`config.mk`:
```
export PLATFORM = sky130hd
export DESIGN_NAME = result_writeback
export DESIGN_NICKNAME = d
export VERILOG_FILES = /design/src/rtl/result_writeback.sv
export SDC_FILE = /design/constraint.sdc
export NUM_CORES = 1
export LEC_CHECK = 0
export ABC_AREA = 1
export ABC_CLOCK_PERIOD_IN_PS = 3600
export BUFFER_PORTS_ARGS = -buffer_cell sky130_fd_sc_hd__clkbuf_2
export CORE_AREA = 2 2 93 184
export DETAILED_ROUTE_END_ITERATION = 8
export DIE_AREA = 0 0 95 186
export PLACE_DENSITY = 0.66
export SLEW_MARGIN = 0
export SYNTH_ARGS = -nofsm -noshare
export SYNTH_HDL_FRONTEND = slang
export SYNTH_SLANG_ARGS = --single-unit
```
`constraint.sdc`:
```
create_clock -name clk -period 3.6 [get_ports clk]
set_input_delay 0 -clock clk [delete_from_list [all_inputs] [get_ports clk]]
set_output_delay 0 -clock clk [all_outputs]
set_load 0.02 [all_outputs]
```
`src/rtl/result_writeback.sv`:
```
// result_writeback: captures each datapath result into the RQ/RD operand
// holding registers or a small writeback FIFO toward matrix memory. It also
// shifts quotient bits into RQ during division and keeps sign/zero flags of
// the last accepted result for the sequencer.
module result_writeback #(
  parameter int W     = 24,
  parameter int DEPTH = 4
) (
  input  logic                       clk,
  input  logic                       rst,
  input  logic                       res_valid,
  input  logic [W-1:0]               res_data,
  input  logic [1:0]                 res_dst,
  output logic                       res_ready,
  input  logic                       clr_q,
  input  logic                       clr_d,
  input  logic                       q_shift,
  input  logic                       q_bit,
  output logic [W-1:0]               RQ,
  output logic [W-1:0]               RD,
  output logic                       wb_valid,
  output logic [W-1:0]               wb_data,
  input  logic                       wb_ready,
  output logic [$clog2(DEPTH):0]     fifo_count,
  output logic                       flag_neg,
  output logic                       flag_zero
);

  localparam int AW = $clog2(DEPTH);
  localparam int CW = AW + 1;

  localparam logic [1:0] DST_RQ   = 2'b00;
  localparam logic [1:0] DST_RD   = 2'b01;
  localparam logic [1:0] DST_FIFO = 2'b10;

  logic [W-1:0]  r_rq;
  logic [W-1:0]  r_rd;
  logic [W-1:0]  r_mem [DEPTH];
  logic [AW-1:0] r_wrPtr;
  logic [AW-1:0] r_rdPtr;
  logic [CW-1:0] r_count;
  logic          r_flagNeg;
  logic          r_flagZero;

  logic w_acc;
  logic w_push;
  logic w_pop;
  logic w_full;

  // Ready only drops for a memory-bound result while the FIFO is full; it
  // deliberately ignores wb_ready so a same-cycle pop never frees a full slot.
  assign w_full    = (r_count == CW'(DEPTH));
  assign res_ready = !((res_dst == DST_FIFO) && w_full);
  assign w_acc     = res_valid && res_ready;
  assign w_push    = w_acc && (res_dst == DST_FIFO);
  assign w_pop     = (r_count != '0) && wb_ready;

  assign RQ         = r_rq;
  assign RD         = r_rd;
  assign wb_valid   = (r_count != '0);
  assign wb_data    = r_mem[r_rdPtr];
  assign fifo_count = r_count;
  assign flag_neg   = r_flagNeg;
  assign flag_zero  = r_flagZero;

  // RQ: clear beats a direct write, which beats a quotient shift step.
  always_ff @(posedge clk) begin
    if (rst) begin
      r_rq <= '0;
    end else if (clr_q) begin
      r_rq <= '0;
    end else if (w_acc && (res_dst == DST_RQ)) begin
      r_rq <= res_data;
    end else if (q_shift) begin
      r_rq <= {r_rq[W-2:0], q_bit};
    end
  end

  // RD: clear beats a direct write.
  always_ff @(posedge clk) begin
    if (rst) begin
      r_rd <= '0;
    end else if (clr_d) begin
      r_rd <= '0;
    end else if (w_acc && (res_dst == DST_RD)) begin
      r_rd <= res_data;
    end
  end

  // FIFO storage is left unreset; entries are only visible through a valid head.
  always_ff @(posedge clk) begin
    if (w_push) begin
      r_mem[r_wrPtr] <= res_data;
    end
  end

  // Pointers wrap naturally at DEPTH because DEPTH is a power of two.
  always_ff @(posedge clk) begin
    if (rst) begin
      r_wrPtr <= '0;
      r_rdPtr <= '0;
      r_count <= '0;
    end else begin
      if (w_push) begin
        r_wrPtr <= r_wrPtr + 1'b1;
      end
      if (w_pop) begin
        r_rdPtr <= r_rdPtr + 1'b1;
      end
      if (w_push && !w_pop) begin
        r_count <= r_count + 1'b1;
      end else if (!w_push && w_pop) begin
        r_count <= r_count - 1'b1;
      end
    end
  end

  // Flags track every accepted result, including discard-destination ones.
  always_ff @(posedge clk) begin
    if (rst) begin
      r_flagNeg  <= 1'b0;
      r_flagZero <= 1'b1;
    end else if (w_acc) begin
      r_flagNeg  <= res_data[W-1];
      r_flagZero <= (res_data == '0);
    end
  end

endmodule

```
Yosys cells after proc, flatten, opt, wreduce, memory -nomap -nowiden:

Memory sizes are Yosys's and may differ from the RTL's. A register that Yosys moved wholly into a read port is not among the register bits.
Index checks and enable logic that the tools add are counted.

* add/subtract/negate cells: 4
* eq/ne operators: 3
* multiplexer cells: 8
* reduce and logical (&&, ||, !) cells: 18

Operator list (number)
* $mux W24: 2
* $logic_not A24 Y1: 1
* $logic_and A1 B1 Y1: 8
* $mux W3: 2
* $add A2 B1 Y2 const B: 2
* $mux W2: 2
* $reduce_bool A2 Y1: 2
* $reduce_or A2 Y1: 2
* $add A3 B1 Y3 const B: 1
* $eq A3 B3 Y1 const B: 1
* $logic_not A1 Y1: 3
* $reduce_bool A3 Y1: 1
* $sub A3 B1 Y3 const B: 1
* $eq A2 B1 Y1 const B: 1
* $eq A2 B2 Y1 const B: 1
* $logic_not A2 Y1: 1
* $mux W1: 2

* register bits after elaboration: 57
* bits in writable memories: 96
* input bits: 34
* output and inout bits: 79
* word-level logic and storage cells: 41
* memories kept: 1

Memory list
* r_mem: words 4, bits a word 24, rd ports 1, clocked after memory_dff 1, write ports 1, line 38 `logic [W-1:0] r_mem [DEPTH];`

Logic depth before layout (Yosys ltp):

Gate-level depths: netlist (run 1).

* word-level depth: 9
* depth in mapped cells: 12
* mapped depth without buffers: 12

Worst setup path after synthesis (run 1):

No wires, ideal clock.

* path kind: register to register
* start: register r_count[0], in the netlist fifo_count[0]
* end: memory r_mem[0][0] (enable)
* library setup time: 0.405 ns
* data arrival time: 1.867 ns
* data required time: 3.195 ns
* path slack: 1.328 ns
* stages on the path, launching flop included: 5
* clock period less this slack: 2.272 ns
* cells stage by stage: dfxtp_1 > nor2_2 > nand2_1 > nand3_2 > nor2_1

* longest elaborated chain between the ends: 7

RTL lines
* start, declared: line 41 `logic [CW-1:0] r_count;`
* start signal, assigned: line 111 `r_count <= r_count + 1'b1;`
* start signal, assigned: line 113 `r_count <= r_count - 1'b1;`
* $eq A3 B3 Y1: line 52 `assign w_full = (r_count == CW'(DEPTH));`
* $logic_and A1 B1 Y1: line 53 `assign res_ready = !((res_dst == DST_FIFO) && w_full);`
* $logic_not A1 Y1: line 53
* $logic_and A1 B1 Y1: line 54 `assign w_acc = res_valid && res_ready;`
* $logic_and A1 B1 Y1: line 55 `assign w_push = w_acc && (res_dst == DST_FIFO);`
* $mux W1: line 92 `if (w_push) begin`
* $mux W1 (not written as such): line 93 `r_mem[r_wrPtr] <= res_data;`
* end, declared: line 38

Every way passes these cells.

==> impl_metrics.yaml, run 1 <==
outcome:
  status: "finished clean"
setup_path:
  critPathKind: "reg -> out"
  path_common_cell: "sky130_fd_sc_hd__buf_4"
  startpoint_type: "register"
  worst_endpoint_data_arrival_time_ns: 2.36
  crit_slowest_cell: "sky130_fd_sc_hd__buf_4"
  critical-path-max-stage-delay_ns: 0.40
  cp-end-kind: "output port"
  ff2ff_path_depth: 11
  crit_fanout: 49
  worst_ep_required_time_ns: 3.60
  path_cells: "buf_4 -> inv_1 -> buf_4 -> o21ai_0 -> o22ai_1 -> clkbuf_2"
  r2r_slack_ns: 1.56
cts:
  cts-htree-levels: 4
  post_cts_resized: 0
  worst_skew_pair.late_latency_ns: 0.41
  clock_path_buffers: 2
  cts.root.buffer_cell: "sky130_fd_sc_hd__clkbuf_16"
  tritoncts.num_buffers: 17
  cts_setup_buffers: 0
  cts.sinks: 155
  cts.clk_slew.worst_paths_ns: 0.07
  tritoncts: "yes"
  hold_buffers: 28
yosys:
  number_of_standard_cells_after_synthesis: 613
  ys.warnings.count: 0
  postSynthRegisterBits: 155
  synth-seq-area-share_pct: 63.7
  mappedNetlistNets: 653
  synth_cell_type_count: 28
  avgSynthCellArea_um2: 10.4
  syn_area_um2: 6380
detailed_routing:
  post-route-drc-count: 0
  total_number_of_vias: 4947
  ant_nets: 0
  avgRoutedWirePerCell_um: 17.6
  vias_per_cell: 5.16
  detailedRoute.firstPassIterationCount: 5
  drt-total-wl_um: 16900
  detailedRoute.firstIterationViolations: 202
sta:
  timing.max_slew.rel_slack_pct: 27.4
  timing.final.crit_share_pct: 65.6
  slew_viol_final: 0
  rsz_0062_raised_after_global_routing: "no"
  hold_violations: 0
  worst-slew-pin-transition_ns: 1.09
  setup_viol: 0
  clock.fmax_mhz: 424
  worst_clock_skew_ns: 0.00600
  setup-tns-final_ns: 0
  final.min_clock_period_ns: 2.36
global_routing:
  grt_first_pass_wirelength_um: 25700
  number_of_antenna_violations_at_the_first_check_in_global_routing: 0
  grt.total_usage_pct: 19.8
  globalRouteOverflowTotal: 0
  grt_pass1_vias: 4838
  grt_max_degree: 50
placed_design:
  portBuffers: 112
  hpwl_um: 11700
  finalWeightedCongestion: 0.877
  post_dp_cell_area_um2: 7020
pwr:
  power_density_nw_per_um2: 605
  p_leak_nw: 2.95
  vdd_ir_drop_max_mv: 0.363
layout:
  most_common_library_cell_in_the_layout_ignoring_fill_and_taps: "sky130_fd_sc_hd__clkbuf_2"
  fin_area_um2: 7890
  finish.net_count: 781
  num-fill-cells: 1497
  most-common-layout-cells: "112 x sky130_fd_sc_hd__clkbuf_2, 103 x sky130_fd_sc_hd__nor2_1, 96 x sky130_fd_sc_hd__edfxtp_1, 79 x sky130_fd_sc_hd__o21ai_0, 66 x sky130_fd_sc_hd__nand2_1"
  layout-area-overhead-vs-synth_pct: 23.7
  layout_cell_share_with_drive_strength_beyond_1_pct: 25.7
  antenna_cells_inserted: 0
  seq_area_um2: 4060
  multi_input_area_um2: 1960
floorplan:
  ioPinCount: 113
  std_cell_rows: 66
  design.die.area_um2: 17700
  design.core.area_um2: 16300
  chipHeight_um: 186
  start_util_pct: 39.2
  die-width_um: 95
worst_hold_path:
  min_delay_path_depth: 4
  holdCritPathClass: "in -> reg"
run:
  cap_violations: 0
## worst max-delay path: cells and delay by family, from the launching register on
kind / cells / cell delay [ns]
AO/OA/AOI/OAI: 2 / 0.37
buffers and inverters: 4 / 1.27
flip-flops: 1 / 0.29
## through the flow
step	util (%)	std cells	worst slack (ns)	total power, mW	hold WS (ns)
CTS	48.5	958	1.23	4.80	0.0530
global route	48.5	958	1.09	4.98	0.0673
floorplan	-	613	1.33	2.69	0.0691
global placement	43.2	898	1.60	3.02	0.303
detailed placement	43.2	898	1.56	3.03	0.309
finish	48.5	958	1.24	4.77	0.0584
## metal layers
metal | routed length (um) | GRT usage, %
met1 | 6100 | 21.0
met2 | 9350 | 36.0
met3 | 742 | 3.52
met4 | 713 | 10.8
met5 | 0 | 0
## state kept, by name (all words and copies together) (netlist names), named ones only
name	count
RD	24
flag_neg	1
RQ	24
fifo_count	3
r_mem	96
r_wrPtr	2
flag_zero	1
r_rdPtr	2
## report_power, final
group	switching [mW]	internal [mW]	total, mW	leakage, nW
sequential	0.0563	1.95	2.00	1.35
combinational	0.705	0.301	1.01	1.33
clock	0.731	1.03	1.76	0.282
total	1.49	3.28	4.77	2.95
## cells in the mapped netlist
cell type / n / area (um2)
sky130_fd_sc_hd__buf_6: 6 / 67.6
sky130_fd_sc_hd__nor2_1: 107 / 402
sky130_fd_sc_hd__o21ai_2: 10 / 87.6
sky130_fd_sc_hd__clkbuf_2: 2 / 10.0
sky130_fd_sc_hd__nand2_1: 66 / 248
sky130_fd_sc_hd__a21oi_1: 23 / 115
sky130_fd_sc_hd__fa_1: 1 / 20.0
sky130_fd_sc_hd__buf_4: 8 / 60.1
sky130_fd_sc_hd__inv_2: 4 / 15.0
sky130_fd_sc_hd__inv_4: 1 / 6.26
sky130_fd_sc_hd__buf_2: 14 / 70.1
sky130_fd_sc_hd__clkbuf_1: 8 / 30.0
sky130_fd_sc_hd__nand4_1: 25 / 156
sky130_fd_sc_hd__o21ai_1: 12 / 60.1
sky130_fd_sc_hd__nor2_2: 13 / 81.3
sky130_fd_sc_hd__o21ai_0: 79 / 395
sky130_fd_sc_hd__o22ai_1: 24 / 150
sky130_fd_sc_hd__dfxtp_1: 59 / 1180
sky130_fd_sc_hd__nand3_4: 1 / 17.5
sky130_fd_sc_hd__or2_1: 1 / 6.26
sky130_fd_sc_hd__xor2_1: 1 / 8.76
sky130_fd_sc_hd__ha_1: 5 / 62.6
sky130_fd_sc_hd__inv_1: 29 / 109
sky130_fd_sc_hd__a21boi_1: 1 / 7.51
sky130_fd_sc_hd__nand3_1: 5 / 25.0
sky130_fd_sc_hd__a21oi_2: 10 / 87.6
sky130_fd_sc_hd__edfxtp_1: 96 / 2880
sky130_fd_sc_hd__nand3_2: 2 / 20.0
## final timing paths
path / from / endpoint
worst max-delay path: register / wb_data[0]
worst min register to register: RD[22]$_SDFFE_PP0P_ / RD[22]$_SDFFE_PP0P_
worst max register to register: fifo_count[0]$_SDFFE_PP0P_ / fifo_count[2]$_SDFFE_PP0P_
worst min-delay path: clr_q / RQ[22]$_SDFFE_PP0P_
## cell families (layout without fill, tap and decap cells)
kind of cell	count (synthesis)	after routing	share of synthesized area (%)
and+or+nand+nor	220	220	15.0
AOI/OAI and AO/OA	159	159	14.2
DFF	155	155	63.7
buffers and inverters	72	213	5.76
adders and majority gates	6	6	1.29
xor gates and xnor gates	1	1	0.137
## final cells by class
cell class                      instances  share of cell area, %
Timing Repair Buffer                  147                   11.3
Sequential cell                       155                   51.5
Tap cell                              204                   3.23
Clock inverter                         15                   2.08
Clock buffer                           17                   5.39
Inverter                               34                   1.65
Multi-Input combinational cell        386                   24.8
Power figures use the tool's default switching activity.
==> run 2, diff against run 1 <==
ABC_CLOCK_PERIOD_IN_PS = 2400   (was 3600)
clock period = 2.4 ns   (was 3.6 ns; I/O delays follow)
==> run 2 against run 1 <==
Against the previous run: non-clock buffer count is 6 higher; cell count is 0.63% higher; setup slack worse by 0.84 ns; design area is 1.1% higher; sequential cell count stayed put; power is 53% higher; register-to-register slack worse by 1.2 ns; largest cell class unchanged; global-route usage is 0.70 points lower.
==> impl_metrics.yaml, run 2 (synthesis gave the netlist of run 1 again) <==
floorplan:
  std_cell_rows: 66
  chipHeight_um: 186
  start_util_pct: 39.2
  die-width_um: 95
  design.die.area_um2: 17700
  ioPinCount: 113
  design.core.area_um2: 16300
detailed_routing:
  total_number_of_vias: 4924
  avgRoutedWirePerCell_um: 16.8
  vias_per_cell: 5.11
  drt-total-wl_um: 16200
  ant_nets: 0
  detailedRoute.firstPassIterationCount: 4
  detailedRoute.firstIterationViolations: 298
  post-route-drc-count: 0
pwr:
  power_density_nw_per_um2: 918
  p_leak_nw: 3.00
  vdd_ir_drop_max_mv: 0.505
global_routing:
  top_usage_layer: "met2"
  gr-usage-met3_pct: 4.21
  grt.total_usage_pct: 19.1
  grt_max_degree: 49
  gr-usage-met1_pct: 20.3
  globalRouteMet2Util_pct: 33.9
  number_of_antenna_violations_at_the_first_check_in_global_routing: 0
  grt_pass1_vias: 4833
  globalRouteOverflowTotal: 0
  grt_first_pass_wirelength_um: 24900
layout:
  finish.net_count: 787
  layout_cell_share_with_drive_strength_beyond_1_pct: 26.3
  most_common_library_cell_in_the_layout_ignoring_fill_and_taps: "sky130_fd_sc_hd__clkbuf_2"
  number_of_flip_flops_under_the_largest_register_name: 96
  antenna_cells_inserted: 0
  num-fill-cells: 1481
  largest_register: "r_mem"
  most-common-layout-cells: "112 x sky130_fd_sc_hd__clkbuf_2, 103 x sky130_fd_sc_hd__nor2_1, 96 x sky130_fd_sc_hd__edfxtp_1, 79 x sky130_fd_sc_hd__o21ai_0, 66 x sky130_fd_sc_hd__nand2_1"
  fin_area_um2: 7980
  layout-area-overhead-vs-synth_pct: 25.0
  layout.core_utilization_pct: 49.0
sta:
  setup_viol: 0
  timing.final.crit_share_pct: 83.4
  worst-slew-pin-transition_ns: 1.14
  setup-tns-final_ns: 0
  timing.max_slew.rel_slack_pct: 23.9
  worst_clock_skew_ns: 0.00504
  clock.fmax_mhz: 499
  rsz_0062_raised_after_global_routing: "no"
  slew_viol_final: 0
  worst_hold_slack_ns: 0.0946
  hold_violations: 0
  final.min_clock_period_ns: 2.00
worst_hold_path:
  hold_path.startpoint: "clr_q"
  min_to: "RQ[18]$_SDFFE_PP0P_"
  min_delay_path_depth: 5
  holdCritPathClass: "in -> reg"
setup_path:
  worst_r2r_endpoint: "fifo_count[2]$_SDFFE_PP0P_"
  crit_fanout: 7
  critPathKind: "reg -> reg"
  worst_endpoint_data_arrival_time_ns: 2.30
  beginning_of_the_worst_register_to_register_path: "fifo_count[0]$_SDFFE_PP0P_"
  worst_ep_required_time_ns: 2.70
  ff2ff_path_depth: 11
  r2r_slack_ns: 0.40
  startpoint_type: "register"
  cp-end-kind: "register"
cts:
  cts.sinks: 155
  tritoncts.num_buffers: 17
  tritoncts: "yes"
  cts.root.buffer_cell: "sky130_fd_sc_hd__clkbuf_16"
  clock_path_buffers: 2
  worst_skew_pair.late_latency_ns: 0.41
  cts.clk_slew.worst_paths_ns: 0.06
  cts-htree-levels: 4
placed_design:
  hpwl_um: 11100
  post_dp_cell_area_um2: 7080
  portBuffers: 112
  finalWeightedCongestion: 0.871
run:
  cap_violations: 0
outcome:
  status: "finished clean"
-- run 2: cell count changes in the layout (fill, tap and decap cells not counted), sizes merged --
cell / change
bufinv: +1
inv: -5
buf: +7
clkinv: -1
dlygate4sd3: -1
clkbuf: +5
-- run 2: layer usage --
| layer | vias up | wire (um) |
|---|---|---|
| met2 | 149 | 8880 |
| met3 | 30 | 744 |
| met1 | 2348 | 6050 |
| met5 | - | 0 |
| met4 | 0 | 549 |
| li1 | 2397 | - |
-- run 2: worst max-delay path, stage by stage, from the launching register on --
cell and delay (ns):
sky130_fd_sc_hd__dfxtp_1 0.45, sky130_fd_sc_hd__nor2_2 0.09, sky130_fd_sc_hd__nand2_1 0.08, sky130_fd_sc_hd__nand3_2 0.17, sky130_fd_sc_hd__inv_2 0.12, sky130_fd_sc_hd__ha_1 0.18, sky130_fd_sc_hd__inv_1 0.07, sky130_fd_sc_hd__fa_1 0.38
sky130_fd_sc_hd__nand2_1 0.08, sky130_fd_sc_hd__nand3_1 0.10, sky130_fd_sc_hd__o21ai_0 0.15, sky130_fd_sc_hd__a21oi_1 0.05
-- run 2: worst max path at each step --
stage / start / endpoint / depth (start not counted)
2_1_floorplan: fifo_count[0]$_SDFFE_PP0P_ / r_mem[0][0]$_DFFE_PP_ / 4
3_3_place_gp: fifo_count[0]$_SDFFE_PP0P_ / fifo_count[2]$_SDFFE_PP0P_ / 11
3_5_place_dp: fifo_count[0]$_SDFFE_PP0P_ / fifo_count[2]$_SDFFE_PP0P_ / 11
4_1_cts: fifo_count[0]$_SDFFE_PP0P_ / fifo_count[2]$_SDFFE_PP0P_ / 11
5_1_grt: fifo_count[0]$_SDFFE_PP0P_ / fifo_count[2]$_SDFFE_PP0P_ / 11
6_report: fifo_count[0]$_SDFFE_PP0P_ / fifo_count[2]$_SDFFE_PP0P_ / 11
-- run 2: what timing repair did --
| item | 4_1_cts | 5_1_grt |
|---|---|---|
| resized for setup | 0 | 0 |
| endpoints found under the hold margin | 150 | 0 |
| setup buffers | 0 | 0 |
| hold buffers | 27 | 0 |
-- run 2: area by class of cell --
cell class	count	area, um2	area share, %
clock buffers	22	497	6.23
clock inverters	10	136	1.71
inverters	34	130	1.63
multi-input cells	386	1960	24.6
flip-flops and latches	155	4060	50.9
well taps	204	255	3.20
repair buffers	153	936	11.7
-- run 2: metrics by stage --
| stage | total power [mW] | setup slack (ns) | cells |
|---|---|---|---|
| after floorplan | 4.03 | 0.128 | 613 |
| after global placement | 4.53 | 0.451 | 905 |
| after detailed placement | 4.55 | 0.399 | 905 |
| after CTS | 7.39 | 0.394 | 964 |
| after global routing | 7.65 | 0.220 | 964 |
| final | 7.32 | 0.398 | 964 |
-- run 2: where the power goes --
group | internal [mW] | leakage (nW) | switching [mW]
registers | 2.92 | 1.35 | 0.0690
logic | 0.463 | 1.35 | 1.06
clock network | 1.79 | 0.304 | 1.03
total | 5.17 | 3.00 | 2.15
==> run 3, diff against run 2 <==
ABC_CLOCK_PERIOD_IN_PS = 1880   (was 2400)
clock period = 1.88 ns   (was 2.4 ns; I/O delays follow)
==> run 3 against run 2 <==
Against the previous run: critical path depth fell by 7; clock-buffer cell count fell by 2; combinational power rose by 35%; largest cell class unchanged; sequential power rose by 28%; core utilization rose by 0.64 points; highest routed layer unchanged; via count rose by 0.26%; critical path type is now reg -> out.
==> impl_metrics.yaml, run 3 (synthesis gave the netlist of run 1 again) <==
outcome:
  status: "finished clean"
layout:
  fin_area_um2: 8080
  most_common_library_cell_in_the_layout_ignoring_fill_and_taps: "sky130_fd_sc_hd__clkbuf_2"
  layout.core_utilization_pct: 49.7
  num-fill-cells: 1472
  most-common-layout-cells: "112 x sky130_fd_sc_hd__clkbuf_2, 103 x sky130_fd_sc_hd__nor2_1, 96 x sky130_fd_sc_hd__edfxtp_1, 78 x sky130_fd_sc_hd__o21ai_0, 65 x sky130_fd_sc_hd__nand2_1"
  layout-area-overhead-vs-synth_pct: 26.6
  largest_register: "r_mem"
  finalNonFillerCells: 971
  layout_cell_share_with_drive_strength_beyond_1_pct: 27.0
  finish.net_count: 795
  number_of_flip_flops_under_the_largest_register_name: 96
  antenna_cells_inserted: 0
placed_design:
  hpwl_um: 11000
  finalWeightedCongestion: 0.815
  post_dp_cell_area_um2: 7200
  place_inst: 911
  portBuffers: 112
  post-place-ws_ns: 0.127
sta:
  setup-tns-final_ns: 0
  worst-slew-pin-transition_ns: 1.11
  rsz_0062_raised_after_global_routing: "no"
  worst_clock_skew_ns: 0.00763
  final.min_clock_period_ns: 1.74
  clock.fmax_mhz: 574
  timing.final.crit_share_pct: 92.7
  worst_hold_slack_ns: 0.0131
  timing.max_slew.rel_slack_pct: 25.9
  hold_violations: 0
  setup_slack_ns: 0.138
  setup_viol: 0
  slew_viol_final: 0
setup_path:
  startpoint_type: "register"
  worst_r2r_endpoint: "fifo_count[1]$_SDFFE_PP0P_"
  cp-end-kind: "output port"
  critPathKind: "reg -> out"
  r2r_slack_ns: 0.17
  crit_fanout: 34
  worst_ep_required_time_ns: 1.88
  worst_endpoint_data_arrival_time_ns: 1.74
  ff2ff_path_depth: 9
  critical-path-max-stage-delay_ns: 0.35
  path_cells: "buf_4 -> o21ai_0 -> o22ai_1 -> clkbuf_2"
  beginning_of_the_worst_register_to_register_path: "fifo_count[1]$_SDFFE_PP0P_"
  crit_slowest_cell: "sky130_fd_sc_hd__dfxtp_1"
floorplan:
  ioPinCount: 113
  chipHeight_um: 186
  start_util_pct: 39.2
  die-width_um: 95
  design.core.area_um2: 16300
  std_cell_rows: 66
  design.die.area_um2: 17700
global_routing:
  grt.total_usage_pct: 18.4
  grt_max_degree: 49
  grt_first_pass_wirelength_um: 23900
  grt_pass1_vias: 4734
  number_of_antenna_violations_at_the_first_check_in_global_routing: 0
  globalRouteOverflowTotal: 0
detailed_routing:
  detailedRoute.firstIterationViolations: 301
  detailedRoute.firstPassIterationCount: 5
  drt-total-wl_um: 15800
  post-route-drc-count: 0
  avgRoutedWirePerCell_um: 16.3
  ant_nets: 0
  vias_per_cell: 5.08
  total_number_of_vias: 4937
worst_hold_path:
  hold_path.startpoint: "res_dst[0]"
  min_to: "r_wrPtr[0]$_SDFFE_PP0P_"
  holdCritPathClass: "in -> reg"
  min_delay_path_depth: 6
pwr:
  power_mw: 9.24
  power_density_nw_per_um2: 1140
  vdd_ir_drop_max_mv: 0.672
  p_leak_nw: 3.04
cts:
  cts-htree-levels: 4
  clock_path_buffers: 2
  worst_skew_pair.late_latency_ns: 0.41
  cts.sinks: 155
  tritoncts: "yes"
  cts.clk_slew.worst_paths_ns: 0.06
  tritoncts.num_buffers: 17
  cts.root.buffer_cell: "sky130_fd_sc_hd__clkbuf_16"
run:
  cap_violations: 0
run 3: cell count changes in the layout (fill, tap and decap cells not counted), moves of 2 or more:
cell	change
sky130_fd_sc_hd__buf_12	+6
sky130_fd_sc_hd__clkbuf_16	-2
sky130_fd_sc_hd__clkinv_2	-2
sky130_fd_sc_hd__dfxtp_1	-2
sky130_fd_sc_hd__dlygate4sd3_1	+2
sky130_fd_sc_hd__inv_6	+2
run 3: report_power, final:
group | internal (mW) | switching [mW]
Clock | 2.08 | 1.28
Sequential | 3.74 | 0.0867
Combinational | 0.672 | 1.38
run 3: how the worst max path moves through the flow:
stage | slack (ns) | cells past startpoint | from | end
global placement | 0.17 | 11 | fifo_count[1]$_SDFFE_PP0P_ | fifo_count[2]$_SDFFE_PP0P_
floorplan | 0.04 | 11 | fifo_count[0]$_SDFFE_PP0P_ | fifo_count[2]$_SDFFE_PP0P_
CTS | 0.11 | 11 | fifo_count[1]$_SDFFE_PP0P_ | fifo_count[2]$_SDFFE_PP0P_
detailed placement | 0.13 | 11 | fifo_count[1]$_SDFFE_PP0P_ | fifo_count[2]$_SDFFE_PP0P_
global route | 0.03 | 4 | register | wb_data[22]
finish | 0.14 | 4 | register | wb_data[2]
run 3: layer usage:
metal	vias up	part of all wire [%]	GRT usage [%]
li1	2418	-	-
met1	2327	38	19.3
met2	150	53	33.2
met3	42	4.1	3.36
met4	0	4.7	10.9
met5	-	0	0
run 3: critical path: cells and delay by family (launching register included):
| kind | cells | cell delay, ns |
|---|---|---|
| buf+inv | 2 | 0.56 |
| compound gates | 2 | 0.42 |
| flops | 1 | 0.35 |
run 3: layout make-up:
class,count,area (um2),share of cell area (%)
clock buffer,20,437,5.40
clock inverter,11,145,1.80
inverter,34,130,1.61
multi-input combinational,386,1970,24.4
sequential,155,4070,50.3
tap,204,255,3.16
timing repair buffer,161,1080,13.3
run 3: timing repair:
action                                  in CTS  in global routing
resized for setup                            0                  4
endpoints found under the hold margin      144                  0
setup buffers                                0                  0
endpoints found under the setup margin       0                  1
hold buffers                                29                  0
